$ cat src/rtl/fifo_ptr_pkg.sv
// -----------------------------------------------------------------------------
// fifo_ptr_pkg
//   Shared definitions for the FIFO gray pointer counter and its receive-side
//   companion: pointer widths, FIFO depth and the 4-bit gray/binary helpers.
//   The same helpers are meant to be reused by the counter and by verification.
// -----------------------------------------------------------------------------
package fifo_ptr_pkg;

    localparam int unsigned PTR_W  = 5;   // binary pointer incl. wrap bit
    localparam int unsigned GRAY_W = 4;   // gray bus carries the low 4 bits only
    localparam int unsigned DEPTH  = 16;

    // MSB-first prefix XOR: bin[i] = bin[i+1] ^ g[i]
    function automatic logic [GRAY_W-1:0] gray2bin4(input logic [GRAY_W-1:0] g);
        logic [GRAY_W-1:0] b;
        b[3] = g[3];
        b[2] = b[3] ^ g[2];
        b[1] = b[2] ^ g[1];
        b[0] = b[1] ^ g[0];
        return b;
    endfunction

    function automatic logic [GRAY_W-1:0] bin2gray4(input logic [GRAY_W-1:0] b);
        return b ^ (b >> 1);
    endfunction

    // True when more than one bit is set, i.e. a gray step that was not legal.
    function automatic logic multi_bit(input logic [GRAY_W-1:0] d);
        logic [2:0] cnt;
        cnt = '0;
        for (int unsigned i = 0; i < GRAY_W; i++) begin
            cnt = cnt + {2'b00, d[i]};
        end
        return (cnt > 3'd1);
    endfunction

endpackage

$ cat src/rtl/ptr_sync.sv
// -----------------------------------------------------------------------------
// ptr_sync
//   STAGES-deep multi-bit flop chain used to bring an asynchronous gray pointer
//   into the local clock domain. Nothing but flops between stages.
//   Ports:
//     clk_i   - local clock
//     reset_i - synchronous active-high reset, clears every stage to 0
//     d_i     - asynchronous input bus
//     q_o     - synchronized bus (output of the last stage)
// -----------------------------------------------------------------------------
module ptr_sync #(
    parameter int unsigned STAGES = 2,
    parameter int unsigned W      = 4
) (
    input  logic         clk_i,
    input  logic         reset_i,
    input  logic [W-1:0] d_i,
    output logic [W-1:0] q_o
);

    logic [W-1:0] stage_q [STAGES];

    always_ff @(posedge clk_i) begin
        if (reset_i) begin
            for (int unsigned k = 0; k < STAGES; k++) begin
                stage_q[k] <= '0;
            end
        end else begin
            stage_q[0] <= d_i;
            for (int unsigned k = 1; k < STAGES; k++) begin
                stage_q[k] <= stage_q[k-1];
            end
        end
    end

    assign q_o = stage_q[STAGES-1];

endmodule

$ cat src/rtl/gray_ptr_rx.sv
// -----------------------------------------------------------------------------
// gray_ptr_rx
//   Receive side of the FIFO gray pointer: synchronizes the remote 4-bit gray
//   pointer, decodes it, rebuilds the missing wrap bit and compares against the
//   local 5-bit binary pointer to give occupancy, empty and full.
//   Ports:
//     clk          - local clock
//     reset        - synchronous active-high reset
//     gray_in      - remote gray pointer (asynchronous to clk)
//     local_ptr_b  - local binary pointer (synchronous to clk)
//     remote_ptr_b - rebuilt remote binary pointer, registered
//     level        - (remote_ptr_b - local_ptr_b) mod 32
//     empty        - level == 0
//     full         - level == DEPTH
//     gray_err     - sticky: a synchronized sample changed by more than one bit
//   SYNC_STAGES must be 2 or 3; DEPTH_LOG2 is tied to the 4-bit gray bus.
// -----------------------------------------------------------------------------
module gray_ptr_rx
    import fifo_ptr_pkg::*;
#(
    parameter int unsigned SYNC_STAGES = 2,
    parameter int unsigned DEPTH_LOG2  = 4
) (
    input  logic              clk,
    input  logic              reset,
    input  logic [GRAY_W-1:0] gray_in,
    input  logic [PTR_W-1:0]  local_ptr_b,
    output logic [PTR_W-1:0]  remote_ptr_b,
    output logic [PTR_W-1:0]  level,
    output logic              empty,
    output logic              full,
    output logic              gray_err
);

    localparam logic [PTR_W-1:0] FULL_LEVEL = PTR_W'(1 << DEPTH_LOG2);

    logic [GRAY_W-1:0] sync_gray;
    logic [GRAY_W-1:0] bin4;
    logic [GRAY_W-1:0] prev_gray;

    logic [GRAY_W-1:0] prev_bin4_q;
    logic              wrap_q,      wrap_d;
    logic [PTR_W-1:0]  remote_q,    remote_d;
    logic              gray_err_q,  gray_err_d;

    ptr_sync #(
        .STAGES (SYNC_STAGES),
        .W      (GRAY_W)
    ) u_sync (
        .clk_i   (clk),
        .reset_i (reset),
        .d_i     (gray_in),
        .q_o     (sync_gray)
    );

    assign bin4 = gray2bin4(sync_gray);
    // Previous gray sample is re-derived from the stored binary value rather
    // than kept in a second register; the two always agree.
    assign prev_gray = bin2gray4(prev_bin4_q);

    always_comb begin
        // A decrease of the 4-bit value means the remote counter crossed 15->0
        // (remote advances < 16 steps per sample), so the wrap bit flips.
        wrap_d     = wrap_q ^ (bin4 < prev_bin4_q);
        remote_d   = {wrap_d, bin4};
        gray_err_d = gray_err_q | multi_bit(sync_gray ^ prev_gray);
    end

    always_ff @(posedge clk) begin
        if (reset) begin
            prev_bin4_q <= '0;
            wrap_q      <= 1'b0;
            remote_q    <= '0;
            gray_err_q  <= 1'b0;
        end else begin
            prev_bin4_q <= bin4;
            wrap_q      <= wrap_d;
            remote_q    <= remote_d;
            gray_err_q  <= gray_err_d;
        end
    end

    // Live local pointer: a local read shows up in empty the same cycle.
    assign level        = remote_q - local_ptr_b;
    assign empty        = (level == '0);
    assign full         = (level == FULL_LEVEL);
    assign remote_ptr_b = remote_q;
    assign gray_err     = gray_err_q;

endmodule

$ cat config.mk
export PLATFORM = sky130hd
export DESIGN_NAME = gray_ptr_rx
export DESIGN_NICKNAME = d
export VERILOG_FILES = /design/src/rtl/fifo_ptr_pkg.sv /design/src/rtl/ptr_sync.sv /design/src/rtl/gray_ptr_rx.sv
export SDC_FILE = /design/constraint.sdc
export NUM_CORES = 1
export LEC_CHECK = 0
export CORE_MARGIN = 5
export CORE_UTILIZATION = 41
export CTS_CLUSTER_DIAMETER = 60
export DETAILED_ROUTE_END_ITERATION = 8
export PLACE_DENSITY = 0.85
export SLEW_MARGIN = 25
export SYNTH_ARGS = -nofsm -noshare
export SYNTH_HDL_FRONTEND = slang
export SYNTH_SLANG_ARGS = --single-unit
$ cat constraint.sdc
create_clock -name clk -period 2.4 [get_ports clk]
set_input_delay 0.48 -clock clk [delete_from_list [all_inputs] [get_ports clk]]
set_output_delay 0.48 -clock clk [all_outputs]
set_load 0.005 [all_outputs]
* Word level (Yosys, flattened, before mapping)
Memory sizes are Yosys's and may differ from the RTL's.
Index checks and enable logic that the tools add are counted.
** Operators by class
- $add $sub $neg :: 4
- $lt $le $gt $ge :: 2
- Equal/unequal tests :: 1
- Mux-type cells :: 5
- Bitwise operators :: 9
- Reductions and logical operators :: 1
** Operators by type and width (number)
- $mux 4 :: 2
- $eq 5x5->1 const B :: 1
- $logic_not 5->1 :: 1
- $sub 5x5->5 :: 1
- $lt 4x4->1 :: 1
- $xor 1x1->1 :: 4
- $xor 4x3->4 :: 1
- $xor 4x4->4 :: 1
- $add 2x1->3 :: 1
- $add 3x1->3 :: 1
- $gt 3x1->1 const B :: 1
- $mux 1 :: 3
- $or 1x1->1 :: 3
- $add 1x1->2 :: 1
** Storage, ports and cells
- Bits in registers :: 11
- Bits in writable memories :: 8
- Input port bits :: 11
- Output and inout bits :: 13
- Memories :: 1
** Memory list
- u_sync.stage_q :: depth 2, width 4, rd ports 2, clocked after Yosys merged registers in 0, write ports 2, RTL line ptr_sync.sv:21 : logic [W-1:0] stage_q [STAGES];

* Longest topological paths before layout
- Word-level depth :: 7
- Mapped depth :: 8
- Depth with buffers taken out :: 8

* Modules after synthesis
Synthesis repeated with hierarchy kept, for this count alone.
** Unflattened totals
- Cells, all modules :: 90
- Area total of the unflattened synthesis :: 849.6 um^2
** Modules (own cells, without submodules)
- gray_ptr_rx :: instances 1, cells an instance 70, area an instance 609.3 um^2, sequential area each 120.1 um^2
- ptr_sync :: instances 1, cells an instance 20, area an instance 240.2 um^2, sequential area each 160.2 um^2

* Least setup slack after synthesis
No wires, ideal clock.
- Path kind :: input port to output port
- Start point :: input local_ptr_b[0]
- End point :: output empty
- Data arrival time :: 1.933 ns
- Required time :: 1.920 ns
- Setup slack :: -0.013 ns
- Stages on the path :: 7
- Buffers on the path :: 0
- Path through :: ha_1 > inv_1 > fa_1 > xor2_1 > nor4_1 > or3b_1 > a21oi_1
** On the way
- Longest elaborated chain between the ends :: 2
** RTL lines
- start, declared :: RTL line gray_ptr_rx.sv:27 : input logic [PTR_W-1:0] local_ptr_b,
- $sub 5x5->5 :: RTL line gray_ptr_rx.sv:84 : assign level = remote_q - local_ptr_b;
- named net level[2] :: RTL line gray_ptr_rx.sv:29 : output logic [PTR_W-1:0] level,
- $logic_not 5->1 :: RTL line gray_ptr_rx.sv:85 : assign empty = (level == '0);
- end, declared :: RTL line gray_ptr_rx.sv:30 : output logic empty,
The timed path passes the listed nets, and every way through them passes these cells.

* Worst setup path after layout
- Start point :: input local_ptr_b[3]
- End point :: output empty
** On the way
- Longest elaborated chain between the ends :: 2
** RTL lines (RTL line)
- $sub 5x5->5 :: gray_ptr_rx.sv:84
- $logic_not 5->1 :: gray_ptr_rx.sv:85
No other way between the ends.

==> metrics.yaml <==
tightestPinTransition_ns: 0.3128
p_clk_frac: 0.228
overflow: 0
synthDistinctLibCells: 26
synth_top_area_frac: 0.3430
ys_seq_area_frac: 0.3430
dpl_cell_area_mm2: 0.001161
rows: 16
synthTopCellsByArea: "dfxtp_1, xnor2_1, ha_1, nor2b_1, inv_1"
synth_area_um2: 817.0
initial_core_util: 0.4251
clk_pin_slew_ns: 0.09
combPwrFrac: 0.410
violations: "negative setup slack"
routed_via_density: 4.680
num_antenna_cells: 0
clock_latency_ns: 0.28
async_flop_share: 0
critPathCaptureType: "primary output"
rsz0062_at_grt: "yes"
vias: 716
io_buffers: 23
critical_path_class: "in2out"
drt_iter0_markers: 4
synth-edff-count: 0
hp-class: "reg2reg"
cts_tree: "done"
period_share: 1.185
ys_warn_count: 0
dr.pass1.iters: 3
dp.cells: 145
fin_total_pwr_mw: 0.7462
fp.dieW_um: 54.64
yosysMostFrequentCell: "dfxtp_1"
setup_violations: 2
fin_util: 0.6595
required_ns: 1.92
worst_setup_path_start_kind: "input port"
die_h_um: 54.64
wl_mm: 1.881
pwr-share-seq: 0.362
io_pins: 24
ctsHtreeMaxLevel: 1
fin_nets: 147
grt_max_degree: 14
wl_per_cell_um: 12.29
cts_hold_buf: 0
dp_slack_ns: -1.055
synth_commonest_cells: "dfxtp_1, xnor2_1, inv_1, nor2b_1, ha_1"
hpwl_mm: 1.511
synth_cells: 87
ir_worst_vdd_v: 0.0004475
numClockSinks: 14
stdcell_count: 153
fin_crit_ns: 2.844
layout_setup_ws_ns: -0.4442
first_global_vias: 804
hold_viol: 0
drcViolationCount: 0
slew_violations: 0
p_int_mw: 0.5328
root_buffer: "clkbuf_4"
fillCellCount: 154
grt_pass1_wl_mm: 3.208
core_mm2: 0.001922
yosysTopAreaCell: "dfxtp_1"
relSlewSlack: 0.7899
dieArea_mm2: 0.002986
grt_usage: 0.1530
synth_flop_cell: "dfxtp_1"
timing.hold.ws_ns: 0.4419
worstPathMaxFanout: 4
arrival_ns: 2.36
p_per_area_mw_per_mm2: 588.7
power_leakage_nw: 0.5434
cap_violations: 0
syn_to_final_growth_pct: 55.13
final_antenna_net_count: 0
cts.path.max_buffers: 2
syn_nets: 107
status: "finished with violations"
cts_inserted_buffers: 3
synth_seq_cells: 14
drive_above_1_share: 0.3413
swShare: 0.2859
routabilityCongestion: 0.7333
tns_ns: -0.7955
avgSynthCellArea_um2: 9.391
fin_skew_ns: 0.003246
fmax_mhz: 351.6
final_area_mm2: 0.001267
antenna_found_initial: 0
p_sw_mw: 0.2133
==> timing repair <==
item	in CTS	in global routing
pin swaps	9	4
setup buffers	4	0
gates resized for setup	35	7
setup endpoints to repair	6	5
==> worst paths after layout <==
path | slack, ns | to | startpoint | cells after the start
setup / recovery | -0.44 | empty | local_ptr_b[3] | 8
hold / removal | 0.44 | u_sync.stage_q[0][4] | u_sync.stage_q[0][0] | 1
setup reg to reg | 0.20 | wrap_q | u_sync.stage_q[0][7] | 7
hold reg to reg | 0.44 | u_sync.stage_q[0][4] | u_sync.stage_q[0][0] | 1
==> cells in the final DEF (no fill, tap or decap), drive strengths merged, types with 2 or more instances in the layout <==
master         Yosys  routed
a21oi              2       2
buf                1      18
clkbuf             1       4
clkdlybuf4s50      0      14
dfxtp             14      14
dlygate4sd2        0       4
fa                 2       2
ha                 7       7
inv               12      12
nand2              2       2
nor2               5       5
nor2b             11      11
nor3               2       2
nor4               2       2
nor4b              2       2
o21a               2       2
o21ai              2       2
xnor2             13      13
==> metal layers <==
metal,vias up,global-route usage,wire length [um]
li1,359,-,-
met1,329,0.1301,655
met2,24,0.3110,1017
met3,4,0.03270,169
met4,0,0.09129,39
met5,-,0,0
==> power groups by stage <==
stage	clock (mW)	sequential, mW	combinational, mW
after floorplan	0	0.275	0.140
after global placement	0	0.273	0.266
after detailed placement	0	0.274	0.276
after CTS	0.174	0.270	0.300
after global routing	0.187	0.274	0.339
final	0.170	0.270	0.306
==> flip-flops by register name, summed over array words and instances (netlist names) <==
signal and cells:
gray_err 1, u_sync.stage_q 8, wrap_q 1, remote_ptr_b 1, prev_bin4_q 3
==> cells by family (layout without fill, tap and decap cells) <==
family                     after synthesis  count (layout)  share of synthesized area
and+or+nand+nor                         26              26                     0.1914
xor gates and xnor gates                14              14                     0.1593
DFF                                     14              14                     0.3430
buffers and inverters                   14              53                    0.06891
AOI/OAI and AO/OA                       10              10                    0.08117
adders and majority gates                9               9                     0.1562
==> cell type report <==
class                      instances  area, um^2  share of cell area
multi-input combinational         59       544.3              0.4294
clock buffer                       4       36.28             0.02863
tap                               27       33.78             0.02665
inverter                          12       45.04             0.03554
sequential                        14       282.8              0.2231
timing repair buffer              37       325.3              0.2567
==> worst max-delay path, stage by stage <==
cell and delay (ns):
clkdlybuf4s50_1 0.45, inv_1 0.04, ha_2 0.31, nor4_2 0.30, or3b_4 0.42, buf_6 0.12
a21oi_2 0.11, buf_2 0.12
(Power assumes the default switching activity.)
